File: config.mk
export PLATFORM = sky130hd
export DESIGN_NAME = strip_alloc_ctrl
export DESIGN_NICKNAME = d
export VERILOG_FILES = /design/src/rtl/strip_alloc_ctrl.sv
export SDC_FILE = /design/constraint.sdc
export NUM_CORES = 1
export LEC_CHECK = 0
export CAP_MARGIN = 20
export CORE_MARGIN = 5
export CORE_UTILIZATION = 60
export DETAILED_ROUTE_END_ITERATION = 10
export PLACE_DENSITY = 0.87
export SYNTH_ARGS = -nofsm -noshare
export SYNTH_HDL_FRONTEND = slang
export SYNTH_SLANG_ARGS = --single-unit
export TNS_END_PERCENT = 30
File: constraint.sdc
create_clock -name clk -period 15.3 [get_ports clk]
set_input_delay 3.06 -clock clk [delete_from_list [all_inputs] [get_ports clk]]
set_output_delay 3.06 -clock clk [all_outputs]
set_load 0.01 [all_outputs]
File: src/rtl/strip_alloc_ctrl.sv
// rtl/strip_alloc_ctrl.sv - first-fit strip allocator with round-robin request arbitration
module strip_alloc_ctrl #(
   parameter int NUM_STRIPS   = 16,
   parameter int STRIP_WIDTH  = 200,
   parameter int STRIKE_LIMIT = 15
) (
   input  logic       clk,
   input  logic       rst,
   input  logic       req0_valid,
   input  logic [7:0] req0_width,
   input  logic       req1_valid,
   input  logic [7:0] req1_width,
   output logic       req0_ready,
   output logic       req1_ready,
   input  logic       clr,
   output logic       wr_valid,
   output logic [3:0] strip_ID_out,
   output logic [7:0] occupied_width_out,
   output logic [3:0] strike_out,
   output logic       resp_valid,
   output logic       resp_src,
   output logic       resp_ok,
   output logic [3:0] resp_strip_ID
);

   localparam logic [1:0] S_IDLE  = 2'd0;
   localparam logic [1:0] S_SCAN  = 2'd1;
   localparam logic [1:0] S_WRITE = 2'd2;
   localparam logic [1:0] S_FAIL  = 2'd3;

   localparam logic [3:0] LAST_IDX = 4'(NUM_STRIPS - 1);
   localparam logic [3:0] LIMIT    = 4'(STRIKE_LIMIT);
   localparam logic [8:0] CAP      = 9'(STRIP_WIDTH);

   logic [1:0] state_q, state_d;
   logic [3:0] idx_q, idx_d;
   // acc_q marks the IDLE cycle in which ready is pulsed; the width check follows it
   logic       acc_q;
   logic       pri_q;
   logic       src_q;
   logic [7:0] width_q;
   logic [7:0] occ_q    [NUM_STRIPS];
   logic [3:0] strike_q [NUM_STRIPS];

   logic [7:0] cur_occ;
   logic [3:0] cur_strike;
   logic [8:0] sum;
   logic       retired;
   logic       fit;
   logic       width_bad;
   logic       grant_any;
   logic       grant_sel;

   // Per-strip fit test and arbitration decode
   always_comb begin
      cur_occ    = occ_q[idx_q];
      cur_strike = strike_q[idx_q];
      sum        = {1'b0, cur_occ} + {1'b0, width_q};
      retired    = (cur_strike == LIMIT);
      fit        = !retired && (sum <= CAP);
      width_bad  = (width_q == 8'd0) || ({1'b0, width_q} > CAP);
      grant_any  = req0_valid || req1_valid;
      grant_sel  = (req0_valid && req1_valid) ? pri_q : req1_valid;
   end

   // FSM next state and scan index
   always_comb begin
      state_d = state_q;
      idx_d   = idx_q;
      case (state_q)
         S_IDLE: begin
            if (acc_q) begin
               idx_d   = 4'd0;
               state_d = width_bad ? S_FAIL : S_SCAN;
            end
         end
         S_SCAN: begin
            if (fit) begin
               state_d = S_WRITE;
            end else if (idx_q == LAST_IDX) begin
               state_d = S_FAIL;
            end else begin
               idx_d = idx_q + 4'd1;
            end
         end
         default: state_d = S_IDLE;
      endcase
   end

   // State, table and registered output updates
   always_ff @(posedge clk) begin
      if (rst) begin
         state_q            <= S_IDLE;
         idx_q              <= 4'd0;
         acc_q              <= 1'b0;
         pri_q              <= 1'b0;
         src_q              <= 1'b0;
         width_q            <= 8'd0;
         req0_ready         <= 1'b0;
         req1_ready         <= 1'b0;
         wr_valid           <= 1'b0;
         strip_ID_out       <= 4'd0;
         occupied_width_out <= 8'd0;
         strike_out         <= 4'd0;
         resp_valid         <= 1'b0;
         resp_src           <= 1'b0;
         resp_ok            <= 1'b0;
         resp_strip_ID      <= 4'd0;
         for (int i = 0; i < NUM_STRIPS; i++) begin
            occ_q[i]    <= 8'd0;
            strike_q[i] <= 4'd0;
         end
      end else begin
         state_q    <= state_d;
         idx_q      <= idx_d;
         acc_q      <= 1'b0;
         req0_ready <= 1'b0;
         req1_ready <= 1'b0;
         wr_valid   <= 1'b0;
         resp_valid <= 1'b0;
         case (state_q)
            S_IDLE: begin
               if (acc_q) begin
                  if (width_bad) begin
                     resp_valid    <= 1'b1;
                     resp_ok       <= 1'b0;
                     resp_strip_ID <= 4'hF;
                     resp_src      <= src_q;
                  end
               end else if (clr) begin
                  for (int i = 0; i < NUM_STRIPS; i++) begin
                     occ_q[i]    <= 8'd0;
                     strike_q[i] <= 4'd0;
                  end
               end else if (grant_any) begin
                  acc_q      <= 1'b1;
                  src_q      <= grant_sel;
                  width_q    <= grant_sel ? req1_width : req0_width;
                  pri_q      <= ~grant_sel;
                  req0_ready <= ~grant_sel;
                  req1_ready <= grant_sel;
               end
            end
            S_SCAN: begin
               if (fit) begin
                  occ_q[idx_q]       <= sum[7:0];
                  wr_valid           <= 1'b1;
                  strip_ID_out       <= idx_q;
                  occupied_width_out <= sum[7:0];
                  strike_out         <= cur_strike;
                  resp_valid         <= 1'b1;
                  resp_ok            <= 1'b1;
                  resp_strip_ID      <= idx_q;
                  resp_src           <= src_q;
               end else begin
                  if (!retired) begin
                     strike_q[idx_q] <= (cur_strike < LIMIT) ? cur_strike + 4'd1 : LIMIT;
                  end
                  if (idx_q == LAST_IDX) begin
                     resp_valid    <= 1'b1;
                     resp_ok       <= 1'b0;
                     resp_strip_ID <= 4'hF;
                     resp_src      <= src_q;
                  end
               end
            end
            default: ;
         endcase
      end
   end

endmodule

* Yosys cells after proc, flatten, opt, wreduce, memory -nomap -nowiden
Memory sizes are Yosys's and may differ from the RTL's. A register that Yosys moved wholly into a read port is not among the register bits.
Index checks and enable logic that the tools add are counted.
** Operators by class
- Multiplexer cells :: 91
- Bitwise gates (word level) :: 37
- Order comparisons :: 3
- Equal/unequal tests :: 8
- Reduce and logical (&&, ||, !) cells :: 17
- Add/subtract/negate cells :: 3
** Operator list (number)
- $mux W8 :: 18
- $mux W4 :: 31
- $mux W1 :: 32
- $or A1 B1 Y1 :: 32
- $pmux W4 S2 :: 2
- $reduce_and A4 Y1 :: 3
- $add A8 B8 Y9 :: 1
- $le A9 B8 Y1 const B :: 1
- $add A4 B1 Y4 const B :: 2
- $eq A4 B4 Y1 const B :: 2
- $gt A8 B8 Y1 const B :: 1
- $logic_not A8 Y1 :: 1
- $mux W2 :: 4
- $ne A2 B2 Y1 const B :: 4
- $reduce_or A4 Y1 :: 2
- $reduce_or A8 Y1 :: 1
- $pmux W1 S2 :: 3
- $not A1 Y1 :: 5
- $reduce_or A5 Y1 :: 1
- $lt A4 B4 Y1 const B :: 1
- $pmux W2 S2 :: 1
- $reduce_and A2 Y1 :: 2
- $ne A3 B3 Y1 const B :: 1
- $eq A2 B1 Y1 const B :: 1
- 5 further kinds :: 7
** Word-level totals
- Memories kept :: 2
- Logic and storage cells :: 177
- Output and inout bits :: 26
- Input port bits :: 21
- Bits in registers :: 43
- Memory bits (writable) :: 192
** Memory list
- occ_q :: words 16, width 8, read ports 1, clocked after memory_dff 1, wr ports 16, line 42 : logic [7:0] occ_q [NUM_STRIPS];
- strike_q :: words 16, width 4, read ports 1, clocked after memory_dff 1, wr ports 16, line 43 : logic [3:0] strike_q [NUM_STRIPS];

* Depth between registers and ports, before layout
- Word-level depth :: 9
- Gate-level depth with buffers :: 17
- Mapped depth without buffers :: 13

* Least setup slack after synthesis
No wires, ideal clock.
- Path type :: register to register
- From :: register (tool-made name)
- To :: memory occ_q[11][0] (enable)
- Cell stages (with the launch flop) :: 16
- Library setup time :: 0.384 ns
- Data arrival time :: 4.869 ns
- Required time :: 14.916 ns
- Path buffers :: 4
- Slack :: 10.047 ns
- Period minus slack after synthesis :: 5.253 ns
- Path through :: dfxtp_1 buf_6 buf_6 buf_1 mux4_2 mux4_2 ha_1 fa_1 a21o_1 a221oi_1 o21bai_1 a21oi_1 o21ai_2 nand2b_4 clkbuf_2 o21ai_0
** RTL lines (line)
- end, declared :: 42

==> qor.yml <==
synth_nets: 866
fin_total_pwr_mw: 1.46
cpPeakStageDelay_ps: 700
stdcell_area_sq_mm: 0.0122
holdBufCountCts: 0
cts_setup_buffers: 0
layout_commonest_cell: "nor2_1"
tns_ps: 0
synthAdderAreaFrac: 0.0167
synth_edf_count: 192
crit_fanout: 44
dp.cells: 1053
min_from: "strike_out[2]$_SDFFE_PP0P_"
fp.coreArea_sq_mm: 0.0180
worstMarginPinSlew_ps: 1120
hold_ws_ps: 460
die_w_microns: 145
io_pins: 47
cp_cell_sequence: "buf_4 -> mux4_2 -> mux4_2 -> ha_1 -> fa_1 -> a21o_1 -> a221oi_1 -> xnor2_1 -> nand2_2 -> o21ai_2 -> nand2_1 -> o21ai_0"
yosys.area_share.simple: 0.133
p_leak_nw: 4.33
path_clk_slew_ps: 60
fp-row-count: 49
rsz0062_at_grt: "false"
grt-ovfl-total: 0
path_class: "reg2reg"
clock.fmax_ghz: 0.172
skew_ps: 21.2
via_count: 7290
drc: 0
area_delta_synth_final_pct: 11.7
cp_data_required_time_ps: 15460
ant_nets: 0
ys_warn_count: 0
antennaDiodeCount: 0
clk_path_buf_depth: 3
yosysSeqAreaShare: 0.612
cp-end-kind: "register"
start_kind: "register"
port_buffers: 46
synth-xor-area-share: 0.00320
grt_max_degree: 51
synth-seq-cells: 239
cts-buffers-inserted: 24
dp_hpwl_mm: 17.2
dpl_cell_area_sq_mm: 0.0114
syn_area_sq_mm: 0.0110
final.period_utilization: 0.381
drive_above_1_share: 0.159
clk_latency_ps: 530
crit_top_cell: "mux4_2"
outcome: "complete, no violations"
final_cells: 1103
cp.arrival_ps: 5990
place_congestion: 0.887
slew_headroom: 0.243
vias_per_cell: 6.61
fillers: 1185
syn_inst: 831
first_global_vias: 7170
synthMuxAreaShare: 0.146
avgSynthCellArea_sq_um: 13.2
dr.pass1.iters: 7
maxCapViolCount: 0
yosysUniqueCellTypes: 58
clock-sinks: 239
synth_top_family_by_area: "multiplexers"
power_density_mw_per_mm2: 119
period_needed_ps: 5830
die_height_microns: 145
antenna_found_initial: 1
finalNetCount: 891
wl_mm: 26.4
grt_usage: 0.253
slew_violations: 0
setup_viol: 0
ys.flop_type: "edfxtp_1"
hold_path_class: "reg2reg"
die_area_sq_mm: 0.0211
finalHoldViolCount: 0
cts_tree: "done"
cts_max_level: 1
crit_path_top_delay_cell: "o21ai_0"
drt-initial-drc-count: 980
start_util: 0.610
routedWlPerCell_microns: 23.9
final_cell_mix: "230 x nor2_1, 192 x edfxtp_1, 58 x mux4_2"
cts_resized: 0
clock-root-buffer: "clkbuf_16"
ir_drop_uv: 92.2
synth-compound-area-share: 0.0544
grt_pass1_wl_mm: 42.1
async_flop_share: 0
==> state kept, by name (all words and copies together) (netlist names), 2 cells and up, named ones only <==
register            flops
idx_q                   4
strike_q               64
width_q                 8
occupied_width_out      8
resp_strip_ID           4
strike_out              4
strip_ID_out            4
occ_q                 128
state_q                 2
==> power by group <==
| part | switching [mW] | total, mW | internal [mW] |
|---|---|---|---|
| sequential | 0.0208 | 0.767 | 0.746 |
| clock | 0.242 | 0.564 | 0.323 |
| combinational | 0.0747 | 0.126 | 0.0516 |
| total | 0.337 | 1.46 | 1.12 |
==> cells by family (layout without fill, tap and decap cells) <==
logic type,count (synthesis),in the layout
buffers and inverters,71,114
flip-flops,239,239
multiplexers,87,87
AND/OR/NAND/NOR,328,328
AO/OA/AOI/OAI,88,88
adder cells (fa/ha/maj),14,14
XOR/XNOR,4,4
==> final cells by class <==
type	instances	area, sq um	area share
Multi-Input combinational cell	521	3890	0.317
Inverter	10	42.5	0.00348
Tap cell	229	287	0.0234
Clock inverter	11	93.8	0.00767
Timing Repair Buffer	60	558	0.0456
Sequential cell	239	6710	0.548
Clock buffer	33	666	0.0544
==> metrics by stage <==
stage / utilization / setup slack [ps]
after floorplan: - / 10050
after global placement: 0.637 / 9640
after detailed placement: 0.637 / 9510
after CTS: 0.679 / 9530
after global routing: 0.681 / 9070
final: 0.681 / 9470
==> metal layers <==
layer	part of all wire	vias to the layer above	track usage
met1	0.35	3515	0.341
met5	0.00057	-	0
met2	0.49	586	0.411
li1	-	3102	-
met3	0.12	85	0.0552
met4	0.035	2	0.0905
==> final timing paths <==
kind / to / slack, ps / depth (start not counted)
setup / recovery: strike_q[6][0]$_SDFFCE_PN0P_ / 9470 / 12
hold / removal: strike_out[2]$_SDFFE_PP0P_ / 460 / 2
setup reg to reg: strike_q[6][0]$_SDFFCE_PN0P_ / 9470 / 12
hold reg to reg: strike_out[2]$_SDFFE_PP0P_ / 460 / 2
==> worst max-delay path, delay by kind of cell, from the launching register on <==
family	cells	cell delay [ps]
AO/OA/AOI/OAI	4	1620
multiplexers	2	1150
AND/OR/NAND/NOR	2	700
adder cells (fa/ha/maj)	2	650
buffers and inverters	1	630
flip-flops	1	320
XOR/XNOR	1	320
==> cells in the mapped netlist (4+ instances only) <==
library cell | number | area (sq um)
dfxtp_1 | 47 | 941
a21oi_1 | 15 | 75.1
buf_6 | 12 | 135
edfxtp_1 | 192 | 5770
mux2i_1 | 25 | 250
nor3b_1 | 4 | 30.0
buf_1 | 4 | 15.0
nand3_1 | 8 | 40.0
o21ai_0 | 32 | 160
mux4_2 | 58 | 1310
or2_2 | 4 | 25.0
and3_1 | 4 | 25.0
mux2_2 | 4 | 45.0
clkbuf_1 | 35 | 131
nand2_4 | 6 | 67.6
nor3_1 | 11 | 55.1
buf_2 | 9 | 45.0
nor2b_1 | 7 | 43.8
a211oi_1 | 14 | 105
inv_1 | 9 | 33.8
nor2_1 | 230 | 863
ha_1 | 13 | 163
nand2b_1 | 5 | 31.3
nand2_1 | 28 | 105
Note: power is estimated with default switching activity, not from simulation.
